--- src/rtl/control_unit_pkg.sv ---
`default_nettype none
// control_unit_pkg: control encodings shared between the decoder and the write-back stage.
// Revision 1.0 - initial release.
package control_unit_pkg;
   typedef enum logic [1:0] {
      REGSEL_ALU  = 2'd0,
      REGSEL_LUI  = 2'd1,
      REGSEL_DMEM = 2'd2,
      REGSEL_NPC  = 2'd3
   } regsel_t;
endpackage
`default_nettype wire

--- src/rtl/cpu_types_pkg.sv ---
`default_nettype none
// cpu_types_pkg: shared datapath types for the core (word, register index, MDU write-back entry).
// Revision 1.0 - initial release.
package cpu_types_pkg;
   typedef logic [31:0] word_t;
   typedef logic [4:0]  regbits_t;

   typedef struct packed {
      logic     live;
      regbits_t dst;
      word_t    data;
   } mdu_wb_entry_t;
endpackage
`default_nettype wire

--- src/rtl/wb_pend_fifo.sv ---
`default_nettype none
// wb_pend_fifo: MDU result FIFO with kill-by-destination and pending-destination mask decode.
// Revision 1.0 - initial release.
module wb_pend_fifo
   import cpu_types_pkg::*;
#(
   parameter int DEPTH = 2
) (
   input  logic          CLK,
   input  logic          RST,
   input  logic          push,
   input  regbits_t      push_dst,
   input  word_t         push_data,
   input  logic          pop,
   input  logic          kill_en,
   input  regbits_t      kill_dst,
   output logic          full,
   output logic          empty,
   output mdu_wb_entry_t head,
   output logic [31:0]   pend_mask
);
   localparam int PW = (DEPTH > 1) ? $clog2(DEPTH) : 1;

   mdu_wb_entry_t mem_q [DEPTH];
   mdu_wb_entry_t mem_d [DEPTH];
   logic [PW-1:0] wr_ptr_q, wr_ptr_d, rd_ptr_q, rd_ptr_d;
   logic [PW:0]   count_q, count_d;

   assign full  = (count_q == (PW+1)'(DEPTH));
   assign empty = (count_q == '0);

   always_comb begin
      head = mem_q[rd_ptr_q];
      if (empty) head.live = 1'b0;
   end

   always_comb begin
      mem_d    = mem_q;
      wr_ptr_d = wr_ptr_q;
      rd_ptr_d = rd_ptr_q;
      count_d  = count_q;
      for (int i = 0; i < DEPTH; i++) begin
         if (kill_en && (mem_q[i].dst == kill_dst)) mem_d[i].live = 1'b0;
      end
      // Popped slots are cleared so the mask never sees stale entries.
      if (pop) begin
         mem_d[rd_ptr_q].live = 1'b0;
         rd_ptr_d             = rd_ptr_q + 1'b1;
      end
      if (push) begin
         mem_d[wr_ptr_q].live = (push_dst != '0) && !(kill_en && (kill_dst == push_dst));
         mem_d[wr_ptr_q].dst  = push_dst;
         mem_d[wr_ptr_q].data = push_data;
         wr_ptr_d             = wr_ptr_q + 1'b1;
      end
      if (push && !pop)      count_d = count_q + (PW+1)'(1);
      else if (!push && pop) count_d = count_q - (PW+1)'(1);
   end

   always_comb begin
      pend_mask = '0;
      for (int i = 0; i < DEPTH; i++) begin
         if (mem_q[i].live) pend_mask[mem_q[i].dst] = 1'b1;
      end
      pend_mask[0] = 1'b0;
   end

   always_ff @(posedge CLK or posedge RST) begin
      if (RST) begin
         for (int i = 0; i < DEPTH; i++) mem_q[i] <= '0;
         wr_ptr_q <= '0;
         rd_ptr_q <= '0;
         count_q  <= '0;
      end else begin
         mem_q    <= mem_d;
         wr_ptr_q <= wr_ptr_d;
         rd_ptr_q <= rd_ptr_d;
         count_q  <= count_d;
      end
   end
endmodule
`default_nettype wire

--- src/rtl/wb_port_arbiter.sv ---
`default_nettype none
// wb_port_arbiter: shares the register-file write port between the WB stage and buffered MDU results.
// Revision 1.0 - initial release.
module wb_port_arbiter
   import cpu_types_pkg::*;
   import control_unit_pkg::*;
#(
   parameter int DEPTH    = 2,
   parameter int MAX_WAIT = 4
) (
   input  logic        CLK,
   input  logic        RST,
   input  logic        wb_valid,
   input  logic        regWr,
   input  regsel_t     regSel,
   input  logic [4:0]  regDst,
   input  logic [31:0] nPC,
   input  logic [31:0] ALUOut,
   input  logic [31:0] lui,
   input  logic [31:0] dmemload,
   input  logic        mdu_valid,
   output logic        mdu_ready,
   input  logic [4:0]  mdu_dst,
   input  logic [31:0] mdu_data,
   output logic        WEN,
   output logic [4:0]  wsel,
   output logic [31:0] wdat,
   output logic        wb_stall,
   output logic [31:0] pend_mask
);
   localparam int WW = (MAX_WAIT > 0) ? $clog2(MAX_WAIT + 1) : 1;

   logic          pipe_req, force_wr, grant_head, grant_pipe, pop, push, full, empty;
   word_t         pipe_dat;
   mdu_wb_entry_t head;
   logic [WW-1:0] wait_cnt_q, wait_cnt_d;

   assign pipe_req = wb_valid & regWr & (regDst != '0);

   always_comb begin
      unique case (regSel)
         REGSEL_ALU:  pipe_dat = ALUOut;
         REGSEL_LUI:  pipe_dat = lui;
         REGSEL_DMEM: pipe_dat = dmemload;
         REGSEL_NPC:  pipe_dat = nPC;
         default:     pipe_dat = ALUOut;
      endcase
   end

   assign force_wr   = head.live & (wait_cnt_q == WW'(MAX_WAIT));
   assign grant_head = force_wr | (head.live & ~pipe_req);
   assign grant_pipe = pipe_req & ~force_wr;
   // A dead head is discarded without using the port, so it may pop alongside a pipeline write.
   assign pop        = ~empty & (grant_head | ~head.live);
   assign push       = mdu_valid & mdu_ready;

   assign mdu_ready = ~RST & ~full;
   assign WEN       = ~RST & (grant_head | grant_pipe);
   assign wb_stall  = ~RST & force_wr & pipe_req;
   assign wsel      = grant_head ? head.dst  : (grant_pipe ? regDst   : '0);
   assign wdat      = grant_head ? head.data : (grant_pipe ? pipe_dat : '0);

   always_comb begin
      wait_cnt_d = wait_cnt_q;
      if (pop || empty)                                       wait_cnt_d = '0;
      else if (head.live && !grant_head && (wait_cnt_q != WW'(MAX_WAIT))) wait_cnt_d = wait_cnt_q + 1'b1;
   end

   always_ff @(posedge CLK or posedge RST) begin
      if (RST) wait_cnt_q <= '0;
      else     wait_cnt_q <= wait_cnt_d;
   end

   wb_pend_fifo #(.DEPTH(DEPTH)) u_fifo (
      .CLK       (CLK),
      .RST       (RST),
      .push      (push),
      .push_dst  (mdu_dst),
      .push_data (mdu_data),
      .pop       (pop),
      .kill_en   (grant_pipe),
      .kill_dst  (regDst),
      .full      (full),
      .empty     (empty),
      .head      (head),
      .pend_mask (pend_mask)
   );
endmodule
`default_nettype wire

--- config.mk ---
export PLATFORM = sky130hd
export DESIGN_NAME = wb_port_arbiter
export DESIGN_NICKNAME = d
export VERILOG_FILES = /design/src/rtl/control_unit_pkg.sv /design/src/rtl/cpu_types_pkg.sv /design/src/rtl/wb_pend_fifo.sv /design/src/rtl/wb_port_arbiter.sv
export SDC_FILE = /design/constraint.sdc
export NUM_CORES = 1
export LEC_CHECK = 0
export BUFFER_PORTS_ARGS = -buffer_cell sky130_fd_sc_hd__buf_2
export CELL_PAD_IN_SITES_DETAIL_PLACEMENT = 0
export CELL_PAD_IN_SITES_GLOBAL_PLACEMENT = 1
export CORE_ASPECT_RATIO = 0.75
export CORE_MARGIN = 2
export CORE_UTILIZATION = 39
export DETAILED_ROUTE_END_ITERATION = 8
export PLACE_DENSITY_LB_ADDON = 0.1
export SLEW_MARGIN = 20
export SYNTH_ARGS = -nofsm -noshare
export SYNTH_HDL_FRONTEND = slang
export SYNTH_SLANG_ARGS = --single-unit
--- constraint.sdc ---
create_clock -name CLK -period 4.75 [get_ports CLK]
set_clock_uncertainty 0.15 [all_clocks]
set_input_delay 0.475 -clock CLK [delete_from_list [all_inputs] [get_ports CLK]]
set_output_delay 0.475 -clock CLK [all_outputs]
set_load 0.02 [all_outputs]
Yosys cells after proc, flatten, opt, wreduce, memory -nomap -nowiden --
Index checks and enable logic that the tools add are counted.
Storage, ports and cells: register bits 83, bits of input ports 177, output and inout bits 72, logic and storage cells 113
Cells by class: add/sub/neg operators 5, order comparisons 8, equal/unequal tests 9, mux-type cells 35, bitwise logic cells 23, reduce and logical (&&, ||, !) cells 23
Operator list (count):
- $bwmux 76 | 4
- $mux 38 | 5
- $mux 32 | 5
- $demux 38 s1 | 4
- $mux 76 | 2
- $pmux 32 s4 | 1
- $mux 37 | 1
- $or 32x32->32 | 1
- $eq 5x5->1 | 3
- $logic_and 1x1->1 | 12
- $lt 5x6->1 const B | 2
- $and 1x1->1 | 11
- $demux 1 s5 | 2
- $ge 5x1->1 const B | 2
- $mux 5 | 2
- $reduce_bool 5->1 | 2
- $eq 2x2->1 const B | 3
- $mux 3 | 2
- $not 1->1 | 6
- $mux 1 | 5
- $ge 2x2->1 const B | 2
- $logic_not 1->1 | 4
- $logic_not 2->1 | 2
- $lt 2x1->1 const B | 2
- 12 further kinds | 18

Logic depth before layout (Yosys ltp) --
Gate-level depths: netlist of run 1.
depth after elaboration 16, gate-level depth with buffers 11, gate-level depth less buffers 9

Cells and area by module --
From an unflattened synthesis of run 1, not the netlist that was laid out.
Unflattened totals: cell total of the unflattened synthesis 508, area, all modules 5526.6 µm²
Modules (own cells, without submodules):
- wb_pend_fifo | instances 1, cells an instance 396, area each 4098.9 µm², seq. area each 2001.9 µm²
- wb_port_arbiter | instances 1, cells an instance 112, area each 1427.6 µm², seq. area each 75.1 µm²

Worst setup path after synthesis of run 1 --
OpenSTA, ideal clock, no wires.
path type input to output, start point in regDst[0], end point out wdat[0], data arrival time 2048 ps, path slack 2077 ps, stages on the path 6, path buffers 1, cell sequence or4_4 o211ai_4 a21oi_2 nand2b_4 buf_6 o21ai_0
Between the ends: longest elaborated chain between the ends 6
RTL lines:
- from (decl) | line wb_port_arbiter.sv:16 | input logic [4:0] regDst,
- $reduce_bool 5->1 (*) | line wb_port_arbiter.sv:38 | assign pipe_req = wb_valid & regWr & (regDst != '0);
- $and 1x1->1 (*) | line wb_port_arbiter.sv:38
- $not 1->1 | line wb_port_arbiter.sv:51 | assign grant_head = force_wr | (head.live & ~pipe_req);
- $and 1x1->1 | line wb_port_arbiter.sv:51
- $or 1x1->1 | line wb_port_arbiter.sv:51
- $mux 32 (*) | line wb_port_arbiter.sv:61 | assign wdat = grant_head ? head.data : (grant_pipe ? pipe_dat : '0);
- to (decl) | line wb_port_arbiter.sv:27 | output logic [31:0] wdat,
Every way passes the cells marked *; elsewhere a longest branch is shown, timed or not.

Final worst setup path of run 1 --
start point in regDst[0], end point out wsel[3]
Between the ends: longest elaborated chain between the ends 6
RTL lines:
- $reduce_bool 5->1 (*) | line wb_port_arbiter.sv:38
- $and 1x1->1 (*) | line wb_port_arbiter.sv:38
- $not 1->1 | line wb_port_arbiter.sv:51
- $and 1x1->1 | line wb_port_arbiter.sv:51
- $or 1x1->1 | line wb_port_arbiter.sv:51
- $mux 5 (*) | line wb_port_arbiter.sv:60 | assign wsel = grant_head ? head.dst : (grant_pipe ? regDst : '0);
- to (decl) | line wb_port_arbiter.sv:26 | output logic [4:0] wsel,
Marks and branches as above.

==> impl_table.tex, run 1 <==
\begin{tabular}{lr}
\hline
Metric & Value \\
\hline
\multicolumn{2}{l}{\textbf{Cells and area}} \\
Layout-stage area growth over the synthesis result & 30.0\% \\
Area of all placed cells without fillers & 7130 um2 \\
Final standard cell count with taps included and fillers excluded & 873 \\
Post-Route Utilization & 52.0\% \\
Area taken by flip-flops and latches & about 2100 um2 \\
Ratio of cells with drive above 1 in the final layout & between 50 and 60\% \\
Final layout net count & 872 \\
Area used by multi-input combinational logic & 3200 um2 \\
Fill cell total of the finished layout & between 1000 and 1500 \\
\multicolumn{2}{l}{\textbf{Timing}} \\
Final max-slew violation count & 0 \\
Setup TNS Final & 0 ns \\
Maximum clock frequency & about 320 MHz \\
Total setup violations reported at the end of the flow & 0 \\
Least-Margin Pin Slew & 0.942 ns \\
Share of the clock period used by the worst path after layout & 65.7\% \\
Unrepaired setup endpoints after global routing & no \\
Worst Hold Slack & between 0.06 and 0.07 ns \\
Period minus WS final & 3.12 ns \\
Final hold violations & 0 \\
Headroom to the max-slew limit & 37.0\% \\
\multicolumn{2}{l}{\textbf{Setup path}} \\
Worst r2r src & u\_fifo.count\_q[0]\$\_DFFE\_PP0P\_ \\
End of the worst register-to-register path & u\_fifo.mem\_q[41]\$\_DFFE\_PP0P\_ \\
Worst setup path startpoint & regDst[0] \\
Worst setup path endpoint & wsel[3] \\
Arr. time, crit path & 2.50 ns \\
Setup slack of the worst register-to-register path & 1.99 ns \\
Worst R2R Path Depth & 5 \\
Type of the worst setup path & input pin to output pin \\
Kind of launch point of the worst setup path & input pin \\
Worst endpoint required time & around 4.1 ns \\
Highest fanout seen on the critical path & 37 \\
Capturing element type of the critical path & output pin \\
\multicolumn{2}{l}{\textbf{Clocking}} \\
Number of levels in the clock H-tree & 3 \\
CTS clk-pin slew, worst paths & 0.06 ns \\
Buffer count from post-CTS setup fixing & 0 \\
Clk buf depth & 2 \\
Clock Sink Count & 83 \\
TritonCTS clock tree & yes \\
Cts bufs inserted & 9 \\
Root Driver & clkbuf\_16 \\
CTS Hold Bufs & 0 \\
Worst-skew pair later-pin latency & between 0.3 and 0.4 ns \\
CTS resizes & 0 \\
\multicolumn{2}{l}{\textbf{Synthesis}} \\
Synthesized area & 5480 um2 \\
Complex-gate fraction of the synthesized area & 10.7\% \\
Parity-gate share of the synthesized area counting xor and xnor cells & 3.04\% \\
Portion of the post-synthesis area used by sequential elements & a little under two fifths \\
Post-synth cell types & 38 \\
Synthesized area per cell & 11.6 um2 \\
Total of flip-flops plus latches after synthesis & 83 \\
Syn nets & 654 \\
Largest family of logic cells by synthesized area & multiplexers \\
Number of warning messages in the yosys log & 0 \\
Post-synthesis mux area share & 35.3\% \\
Simple-gate portion of the synthesized area & 8.19\% \\
Adder-cell share of the synthesized area & 0.685\% \\
Number of instances in the synthesized netlist & 474 \\
\multicolumn{2}{l}{\textbf{Pwr}} \\
Portion of total power attributed to combinational logic & 44.6\% \\
Switching part of the total power & 37.8\% \\
P\_int & between 2 and 2.5 mW \\
Leak pwr & 3.39 nW \\
Clock network fraction of total power & 19.7\% \\
Power density normalized to cell area & 531 nW/um2 \\
Peak supply drop & 0.000195 V \\
Switch Pwr & 1.43 mW \\
Sequential group share of total power & 35.7\% \\
\multicolumn{2}{l}{\textbf{Floorplanning}} \\
Standard cell core area & 13700 um2 \\
Width of the die & 141 um \\
Std cell rows & 37 \\
Full die area & 15000 um2 \\
Starting density of the core & 40.0\% \\
Overall die height & 107 um \\
Boundary Pins & between 200 and 250 \\
\multicolumn{2}{l}{\textbf{Placement}} \\
Weighted congestion reported at the end of routability-driven placement & 0.842 \\
Cell total after placement & 856 \\
\# port buffers & 247 \\
Placed standard-cell area & 6790 um2 \\
DP HPWL & between 10000 and 15000 um \\
\multicolumn{2}{l}{\textbf{GRT}} \\
Global-route wire length before repair & 24100 um \\
Number of antenna violations at the first check in global routing & 1 \\
Number of global-route vias before repair & roughly 4900 \\
All-layer global routing usage & 20.0\% \\
Overflow after GRT & 0 \\
Maximum number of pins on one net before global-route repair & 54 \\
\multicolumn{2}{l}{\textbf{Drt}} \\
Residual DRC count & 0 \\
Post-route ant nets & 0 \\
Number of vias per cell after detailed routing & 5.44 \\
Total via count after detailed routing & around 4800 \\
Starting DRC count in detailed routing & 186 \\
Wire per inst & 17.2 um \\
DRT Pass-1 Iters & 4 \\
Routed WL & between 15000 and 20000 um \\
\multicolumn{2}{l}{\textbf{Outcome}} \\
Result of the run & finished clean \\
\multicolumn{2}{l}{\textbf{Job}} \\
Number of maximum-capacitance constraint violations & 0 \\
\multicolumn{2}{l}{\textbf{Worst hold path}} \\
Type of the tightest min-delay check & input pin to async pin \\
\hline
\end{tabular}
[cells in the mapped netlist, drive strengths merged]
library cell	number	share of area, %
dfrtp	83	38
mux2	75	15
nand2	46	3.1
o21ai	41	5.2
mux2i	37	6.8
o22ai	33	3.8
mux4	32	13
clkbuf	30	2.1
buf	15	1.8
nand3b	11	1.5
xnor2	10	1.6
xor2	9	1.4
nand3	8	0.73
nor2	8	0.55
a21oi	5	0.52
inv	5	0.34
or3b	5	0.80
ha	3	0.68
nor4	3	0.34
nor3	2	0.18
o211ai	2	0.52
or3	2	0.23
a31oi	1	0.11
and2b	1	0.14
and3	1	0.11
conb	1	0.068
nand2b	1	0.25
o21ba	1	0.18
o21bai	1	0.14
o311ai	1	0.16
or4	1	0.21
[stage by stage]
stage                     worst slack [ns]  total power [mW]
after global routing                  1.51              4.04
final                                 1.63              3.78
after CTS                             1.57              3.83
after detailed placement              1.57              3.06
after floorplan                       1.99              2.61
after global placement                1.70              3.00
[sequential cells by signal, summed over array words and instances, names as in the netlist]
register and cells:
u_fifo.mem_q 76, u_fifo.count_q 2, u_fifo.wr_ptr_q 1, u_fifo.rd_ptr_q 1, wait_cnt_q 3
[cells by family (layout without fill, tap and decap cells)]
group | count (synthesis) | count (layout)
DFF | 83 | 83
AOI/OAI and AO/OA | 85 | 85
other | 1 | 2
and+or+nand+nor | 89 | 89
buffers and inverters | 50 | 273
adders and majority gates | 3 | 3
xor gates and xnor gates | 19 | 19
muxes | 144 | 144
[worst min path at each step]
stage	from	to	slack (ns)	cells after the start
4_1_cts	RST	u_fifo.mem_q[71]$_DFFE_PP0P_	0.08	2
3_3_place_gp	wait_cnt_q[0]$_DFFE_PP0P_	wait_cnt_q[0]$_DFFE_PP0P_	0.30	1
5_1_grt	RST	u_fifo.rd_ptr_q$_DFFE_PP0P_	0.12	2
6_report	RST	u_fifo.rd_ptr_q$_DFFE_PP0P_	0.07	2
2_1_floorplan	wait_cnt_q[0]$_DFFE_PP0P_	wait_cnt_q[0]$_DFFE_PP0P_	0.28	1
3_5_place_dp	wait_cnt_q[0]$_DFFE_PP0P_	wait_cnt_q[0]$_DFFE_PP0P_	0.31	1
[power groups by stage]
stage	clock network (mW)	registers (mW)	logic, mW
after global placement	0	1.33	1.68
final	0.746	1.35	1.69
after global routing	0.795	1.40	1.84
after detailed placement	0	1.35	1.71
after floorplan	0	1.18	1.43
after CTS	0.769	1.34	1.72
[cell type report]
class / instances / area share, %
inverter: 5 / 0.281
multi-input combinational: 341 / 45.0
tap: 175 / 3.07
antenna: 1 / 0.0351
clock buffer: 12 / 3.60
clock inverter: 4 / 1.02
timing repair buffer: 252 / 17.9
sequential: 83 / 29.2
[metal layers]
layer | track usage (%) | up-vias | part of all wire (%)
met4 | 4.14 | 0 | 0.62
li1 | - | 2225 | -
met5 | 0 | - | 0
met2 | 34.9 | 180 | 49
met1 | 25.7 | 2338 | 43
met3 | 4.73 | 8 | 7.5
[layout by cell type (no fill, tap or decap), types with 2 or more instances in the layout]
cell type / n
ha_1: 3
o22ai_1: 33
clkbuf_8: 2
a21oi_1: 4
nand3b_1: 11
xor2_1: 9
mux4_2: 32
or3_1: 2
mux2_2: 75
nand2_1: 46
nor4_1: 3
buf_4: 5
o21ai_1: 8
clkbuf_16: 9
nand3_1: 7
inv_1: 4
or3b_2: 5
o21ai_0: 11
buf_2: 247
o21ai_2: 22
nor2_1: 8
xnor2_1: 10
mux2i_1: 37
dfrtp_1: 82
bufinv_16: 2
clkinv_2: 2
nor3_1: 2
[critical path, stage by stage]
cell and delay, ns:
buf_2 0.14, or4_4 0.55, o211ai_4 0.28, a21oi_2 0.10, nand2b_4 0.43, o21ai_0 0.31, buf_2 0.20
(Power assumes the default switching activity.)
==> run 2: changes to the inputs <==
CORE_UTILIZATION = 36   (was 39)
clock period = 3.1 ns   (was 4.75 ns; I/O delays follow)
==> run 2 against run 1 <==
  * First-iteration DRC count is 25% lower
  * Sequential share of layout area shrank 0.40 points
  * Design area up 1.4%
  * Core utilization fell by 4.1 points
  * Power grew 54%
  * Sequential cell count did not move
  * Routed wire length up 5.0%
  * Via count shrank 0.40%
  * Combinational power up 56%
  * Clock power up 53%
==> impl_table.tex, run 2 (synthesis results as in run 1) <==
\begin{tabular}{lr}
\hline
Metric & Value \\
\hline
\multicolumn{2}{l}{\textbf{Timing}} \\
Unrepaired setup endpoints after global routing & no \\
Share of the clock period used by the worst path after layout & slightly below 90\% \\
Total setup violations reported at the end of the flow & 0 (unchanged) \\
Setup TNS Final & 0 ns (unchanged) \\
Least-Margin Pin Slew & 0.868 ns (-0.0747 ns) \\
Period minus WS final & between 2 and 3 ns \\
Headroom to the max-slew limit & 42.1\% (+5.1 points) \\
Final max-slew violation count & 0 (unchanged) \\
Maximum clock frequency & 365 MHz \\
Final hold violations & 0 (unchanged) \\
\multicolumn{2}{l}{\textbf{Cells and area}} \\
Final layout net count & 881 (+1.0\%) \\
Registers with the most flip-flops & u\_fifo.mem\_q x76, wait\_cnt\_q x3, u\_fifo.count\_q x2 \\
Number of flip-flops under the largest register name & 76 (unchanged) \\
Ratio of cells with drive above 1 in the final layout & 59.3\% (+0.47 points) \\
Register with the most flip-flops & u\_fifo.mem\_q \\
Area of all placed cells without fillers & 7230 um2 (+1.4\%) \\
Leading cell types in the layout, fill and taps excluded & 247 x buf\_2, 82 x dfrtp\_1, 75 x mux2\_2 \\
Area used by multi-input combinational logic & 3200 um2 (-0.23\%) \\
Area taken by flip-flops and latches & 2080 um2 (unchanged) \\
Layout-stage area growth over the synthesis result & 31.8\% \\
Fill cell total of the finished layout & 1418 (+10\%) \\
Most common cell after layout, fill and taps aside & buf\_2 \\
\multicolumn{2}{l}{\textbf{Clocking}} \\
Clock Sink Count & 83 (unchanged) \\
Root Driver & clkbuf\_16 \\
Worst-skew pair later-pin latency & 0.33 ns (about the same) \\
CTS resizes & 0 (unchanged) \\
Cts bufs inserted & 9 (unchanged) \\
CTS clk-pin slew, worst paths & 0.06 ns (about the same) \\
TritonCTS clock tree & yes \\
Clk buf depth & 2 (unchanged) \\
Number of levels in the clock H-tree & 3 (unchanged) \\
\multicolumn{2}{l}{\textbf{Drt}} \\
Residual DRC count & 0 (unchanged) \\
Routed WL & 15800 um (+5.0\%) \\
DRT Pass-1 Iters & 4 (unchanged) \\
Post-route ant nets & 0 (unchanged) \\
Total via count after detailed routing & 4732 (-0.40\%) \\
Starting DRC count in detailed routing & 139 (-25\%) \\
Number of vias per cell after detailed routing & 5.19 (-4.6\%) \\
Wire per inst & 17.4 um (+0.65\%) \\
\multicolumn{2}{l}{\textbf{Setup path}} \\
Capturing element type of the critical path & output pin \\
Worst setup path endpoint & wsel[1] \\
Worst setup path startpoint & u\_fifo.mem\_q[37]\$\_DFF\_PP0\_ \\
Type of the worst setup path & register to output pin \\
End of the worst register-to-register path & u\_fifo.mem\_q[34]\$\_DFFE\_PP0P\_ \\
Worst endpoint required time & 2.64 ns (-1.48 ns) \\
Setup slack of the worst register-to-register path & 0.69 ns (-1.30 ns) \\
Worst r2r src & u\_fifo.count\_q[0]\$\_DFFE\_PP0P\_ \\
Worst R2R Path Depth & 5 (unchanged) \\
Kind of launch point of the worst setup path & register \\
Arr. time, crit path & 2.28 ns (-0.22 ns) \\
Highest fanout seen on the critical path & 15 (-59\%) \\
\multicolumn{2}{l}{\textbf{GRT}} \\
Number of global-route vias before repair & 5112 (+4.3\%) \\
Global-route wire length before repair & 26400 um (+9.7\%) \\
All-layer global routing usage & 20.3\% (+0.27 points) \\
Number of antenna violations at the first check in global routing & 2 (+1) \\
Maximum number of pins on one net before global-route repair & 50 (-7.4\%) \\
Overflow after GRT & 0 (unchanged) \\
\multicolumn{2}{l}{\textbf{Floorplanning}} \\
Width of the die & 147 um (+4.0\%) \\
Std cell rows & 39 (+5.4\%) \\
Starting density of the core & 36.4\% (-3.6 points) \\
Full die area & 16200 um2 (+8.1\%) \\
Standard cell core area & 15100 um2 (+10\%) \\
Boundary Pins & 249 (unchanged) \\
Overall die height & 111 um (+3.9\%) \\
\multicolumn{2}{l}{\textbf{Pwr}} \\
Peak supply drop & 0.000378 V (+94\%) \\
Final Total Pwr & 5.83 mW (+54\%) \\
Power density normalized to cell area & 807 nW/um2 (+52\%) \\
Leak pwr & 3.43 nW (+1.0\%) \\
\multicolumn{2}{l}{\textbf{Worst hold path}} \\
Type of the tightest min-delay check & input pin to async pin \\
\multicolumn{2}{l}{\textbf{Placement}} \\
\# port buffers & 247 (unchanged) \\
DP HPWL & 12000 um (+7.9\%) \\
Weighted congestion reported at the end of routability-driven placement & 0.829 (-1.6\%) \\
Placed standard-cell area & 6890 um2 (+1.5\%) \\
\multicolumn{2}{l}{\textbf{Outcome}} \\
Result of the run & finished clean \\
\multicolumn{2}{l}{\textbf{Job}} \\
Number of maximum-capacitance constraint violations & 0 (unchanged) \\
\hline
\end{tabular}
[run 2: final cells by class]
cell class	count	share of cell area [%]
inverters	5	0.277
clock inverters	4	1.04
well taps	205	3.55
flip-flops and latches	83	28.8
repair buffers	261	18.7
clock buffers	11	3.36
multi-input cells	341	44.2
diodes	1	0.0346
[run 2: worst min path at each step]
stage,start,to,slack [ns],cells past startpoint
global placement,wait_cnt_q[0]$_DFFE_PP0P_,wait_cnt_q[0]$_DFFE_PP0P_,0.30,1
CTS,RST,u_fifo.count_q[1]$_DFFE_PP0P_,0.04,2
floorplan,wait_cnt_q[0]$_DFFE_PP0P_,wait_cnt_q[0]$_DFFE_PP0P_,0.28,1
detailed placement,wait_cnt_q[0]$_DFFE_PP0P_,wait_cnt_q[0]$_DFFE_PP0P_,0.31,1
finish,RST,u_fifo.mem_q[43]$_DFFE_PP0P_,0.02,2
global route,mdu_data[24],u_fifo.mem_q[24]$_DFFE_PP0P_,0.06,2
[run 2: power breakdown]
part	total (mW)	switching (mW)	internal, mW	leakage (nW)
sequential	2.06	0.441	1.62	0.995
combinational	2.63	1.37	1.26	2.28
clock	1.14	0.415	0.723	0.148
[run 2: metrics by stage]
step           std cells  util, %  setup WS (ns)  hold WS (ns)
2_1_floorplan        474        -          0.503         0.280
3_3_place_gp         893     45.7          0.379         0.300
3_5_place_dp         893     45.7          0.330         0.314
4_1_cts              910     47.9          0.381        0.0435
5_1_grt              911     47.9          0.256        0.0628
6_report             911     47.9          0.359        0.0188
[run 2: worst max-delay path: stages (launching register included)]
cell	delay, ns
dfrtp_1	0.44
mux2_2	0.30
and2b_1	0.24
a31oi_4	0.25
buf_4	0.26
nand2_1	0.07
o21ai_0	0.14
buf_2	0.24
[run 2: layer usage]
metal  global-route usage [%]  vias to the layer above  part of all wire (%)
met3                     5.31                       16                   6.8
met4                     4.34                        0                   1.2
met5                        0                        -                     0
met1                     26.3                     2315                    45
li1                         -                     2226                     -
met2                     34.4                      175                    47
[run 2: timing repair]
| item | in CTS | in global routing |
|---|---|---|
| setup buffers | 2 | 0 |
| hold buffers | 0 | 0 |
| setup endpoints to repair | 20 | 0 |
==> run 3: changes to the inputs <==
PLACE_DENSITY = 0.79   (was default)
PLACE_DENSITY_LB_ADDON = default   (was 0.1)
==> run 3 against run 2 <==
  * Non-clock buffer count fell by 1
  * Sequential power barely moved
  * Largest cell class unchanged
  * Global-route usage fell by 0.64 points
  * Clock-buffer cell count did not move
  * Setup slack got worse by 0.059 ns
==> impl_table.tex, run 3 (synthesis results as in run 1) <==
\begin{tabular}{lr}
\hline
Metric & Value \\
\hline
\multicolumn{2}{l}{\textbf{Pwr}} \\
Leak pwr & 3.42 nW (-0.13\%) \\
Power density normalized to cell area & 800 nW/um2 (-0.82\%) \\
Switching part of the total power & 38.7\% (+0.47 points) \\
Sequential group share of total power & 35.3\% (about the same) \\
Portion of total power attributed to combinational logic & 45.5\% (+0.4 points) \\
P\_int & 3.55 mW (-1.5\%) \\
Switch Pwr & 2.24 mW (+0.46\%) \\
Clock network fraction of total power & 19.2\% (-0.3 points) \\
Peak supply drop & 0.000341 V (-9.8\%) \\
\multicolumn{2}{l}{\textbf{Timing}} \\
Setup TNS Final & 0 ns (unchanged) \\
Least-Margin Pin Slew & 0.761 ns (-0.106 ns) \\
Unrepaired setup endpoints after global routing & no \\
Period minus WS final & 2.80 ns (+0.0592 ns) \\
Headroom to the max-slew limit & 49.2\% (+7.2 points) \\
Total setup violations reported at the end of the flow & 0 (unchanged) \\
Maximum clock frequency & 357 MHz (-2.1\%) \\
Final hold violations & 0 (unchanged) \\
Final max-slew violation count & 0 (unchanged) \\
Share of the clock period used by the worst path after layout & 90.3\% (+1.9 points) \\
Worst Hold Slack & 0.0578 ns (+0.0390 ns) \\
\multicolumn{2}{l}{\textbf{GRT}} \\
Overflow after GRT & 0 (unchanged) \\
Maximum number of pins on one net before global-route repair & 45 (-10\%) \\
Number of antenna violations at the first check in global routing & 2 (unchanged) \\
Global-route wire length before repair & 25600 um (-3.1\%) \\
All-layer global routing usage & 19.7\% (-0.64 points) \\
Number of global-route vias before repair & 5174 (+1.2\%) \\
\multicolumn{2}{l}{\textbf{Setup path}} \\
Kind of launch point of the worst setup path & input pin \\
Highest fanout seen on the critical path & 37 (+22) \\
Capturing element type of the critical path & output pin \\
Arr. time, crit path & 2.34 ns (+0.06 ns) \\
Setup slack of the worst register-to-register path & 0.63 ns (-0.06 ns) \\
Type of the worst setup path & input pin to output pin \\
Worst endpoint required time & 2.64 ns (about the same) \\
\multicolumn{2}{l}{\textbf{Floorplanning}} \\
Standard cell core area & 15100 um2 (unchanged) \\
Std cell rows & 39 (unchanged) \\
Boundary Pins & 249 (unchanged) \\
Overall die height & 111 um (unchanged) \\
Full die area & 16200 um2 (unchanged) \\
Width of the die & 147 um (unchanged) \\
Starting density of the core & 36.4\% (unchanged) \\
\multicolumn{2}{l}{\textbf{Worst hold path}} \\
Type of the tightest min-delay check & input pin to register \\
\multicolumn{2}{l}{\textbf{Cells and area}} \\
Registers with the most flip-flops & u\_fifo.mem\_q x76, wait\_cnt\_q x3, u\_fifo.count\_q x2 \\
Ratio of cells with drive above 1 in the final layout & 59.3\% (unchanged) \\
Most common cell after layout, fill and taps aside & buf\_2 \\
Leading cell types in the layout, fill and taps excluded & 247 x buf\_2, 82 x dfrtp\_1, 75 x mux2\_2 \\
Layout-stage area growth over the synthesis result & 31.9\% (about the same) \\
Final layout net count & 880 (-0.11\%) \\
Area of all placed cells without fillers & 7230 um2 (about the same) \\
Number of flip-flops under the largest register name & 76 (unchanged) \\
Register with the most flip-flops & u\_fifo.mem\_q \\
Final standard cell count with taps included and fillers excluded & 911 (unchanged) \\
\multicolumn{2}{l}{\textbf{Drt}} \\
Starting DRC count in detailed routing & 249 (+79\%) \\
Routed WL & 15600 um (-1.1\%) \\
Total via count after detailed routing & 4835 (+2.2\%) \\
Wire per inst & 17.2 um (-1.1\%) \\
DRT Pass-1 Iters & 4 (unchanged) \\
Number of vias per cell after detailed routing & 5.31 (+2.2\%) \\
Residual DRC count & 0 (unchanged) \\
Post-route ant nets & 0 (unchanged) \\
\multicolumn{2}{l}{\textbf{Clocking}} \\
Worst-skew pair later-pin latency & 0.34 ns (about the same) \\
TritonCTS clock tree & yes \\
Root Driver & clkbuf\_16 \\
CTS resizes & 0 (unchanged) \\
Number of levels in the clock H-tree & 3 (unchanged) \\
CTS clk-pin slew, worst paths & 0.06 ns (about the same) \\
Cts bufs inserted & 9 (unchanged) \\
Clock Sink Count & 83 (unchanged) \\
Clk buf depth & 2 (unchanged) \\
\multicolumn{2}{l}{\textbf{Job}} \\
Number of maximum-capacitance constraint violations & 0 (unchanged) \\
\multicolumn{2}{l}{\textbf{Placement}} \\
Cell total after placement & 892 (-0.11\%) \\
DP HPWL & 12100 um (+0.55\%) \\
\# port buffers & 247 (unchanged) \\
Placed standard-cell area & 6880 um2 (-0.11\%) \\
Weighted congestion reported at the end of routability-driven placement & 0.868 (+4.8\%) \\
\multicolumn{2}{l}{\textbf{Outcome}} \\
Result of the run & finished clean \\
\hline
\end{tabular}
==> run 3: cell count changes in the layout (fill, tap and decap cells not counted), sizes merged <==
cell	before	now
dlygate4sd3	0	1
clkinvlp	2	3
buf	261	259
bufinv	2	1
clkinv	1	2
==> run 3: power by group through the flow <==
stage	logic [mW]	clock network [mW]	registers, mW
after floorplan	2.19	0	1.81
after global placement	2.59	0	2.00
after detailed placement	2.65	0	2.05
after CTS	2.67	1.14	2.03
after global routing	2.87	1.18	2.13
final	2.63	1.11	2.04
==> run 3: final cells by class <==
| type | instances | area (um2) |
|---|---|---|
| diodes | 1 | 2.50 |
| flip-flops and latches | 83 | 2080 |
| multi-input cells | 341 | 3200 |
| well taps | 205 | 256 |
| clock buffers | 11 | 253 |
| clock inverters | 5 | 61.3 |
| inverters | 5 | 20.0 |
| repair buffers | 260 | 1360 |
| fillers | 1447 | 7850 |
==> run 3: path summary, 6_finish.rpt <==
check,depth (start not counted),startpoint,to
max,7,regDst[0],wsel[3]
min,2,mdu_data[4],u_fifo.mem_q[4]$_DFFE_PP0P_
max reg2reg,10,u_fifo.count_q[0]$_DFFE_PP0P_,u_fifo.count_q[1]$_DFFE_PP0P_
min reg2reg,1,wait_cnt_q[0]$_DFFE_PP0P_,wait_cnt_q[0]$_DFFE_PP0P_
max in group asynchronous,4,RST,u_fifo.mem_q[0]$_DFFE_PP0P_
min in group asynchronous,3,RST,u_fifo.mem_q[75]$_DFF_PP0_
==> run 3: stage by stage <==
step           setup WS [ns]  total power, mW  util (%)
2_1_floorplan          0.503             4.00         -
3_3_place_gp           0.342             4.59      45.6
3_5_place_dp           0.283             4.71      45.6
4_1_cts                0.279             5.84      47.9
5_1_grt                0.174             6.18      47.9
6_report               0.299             5.78      47.9
==> run 3: critical path, stage by stage <==
cell and delay, ns:
buf_2 0.15, or4_4 0.55, o211ai_4 0.25, a21oi_2 0.10
nand2b_4 0.45, o21ai_0 0.32, buf_2 0.20
==> run 3: metal layers <==
metal  global-route usage, %  share of wire (%)  vias up
met5                       0               0.10        -
met4                    5.89                1.6        2
met3                    5.39                7.9       24
met2                    34.2                 49      204
li1                        -                  -     2226
met1                    24.0                 41     2379
==> run 3: timing repair <==
item / 4_1_cts / 5_1_grt
endpoints found under the hold margin: 39 / 0
hold buffers: 1 / 0
setup endpoints to repair: 2 / 0
buffers inserted: 1 / 0
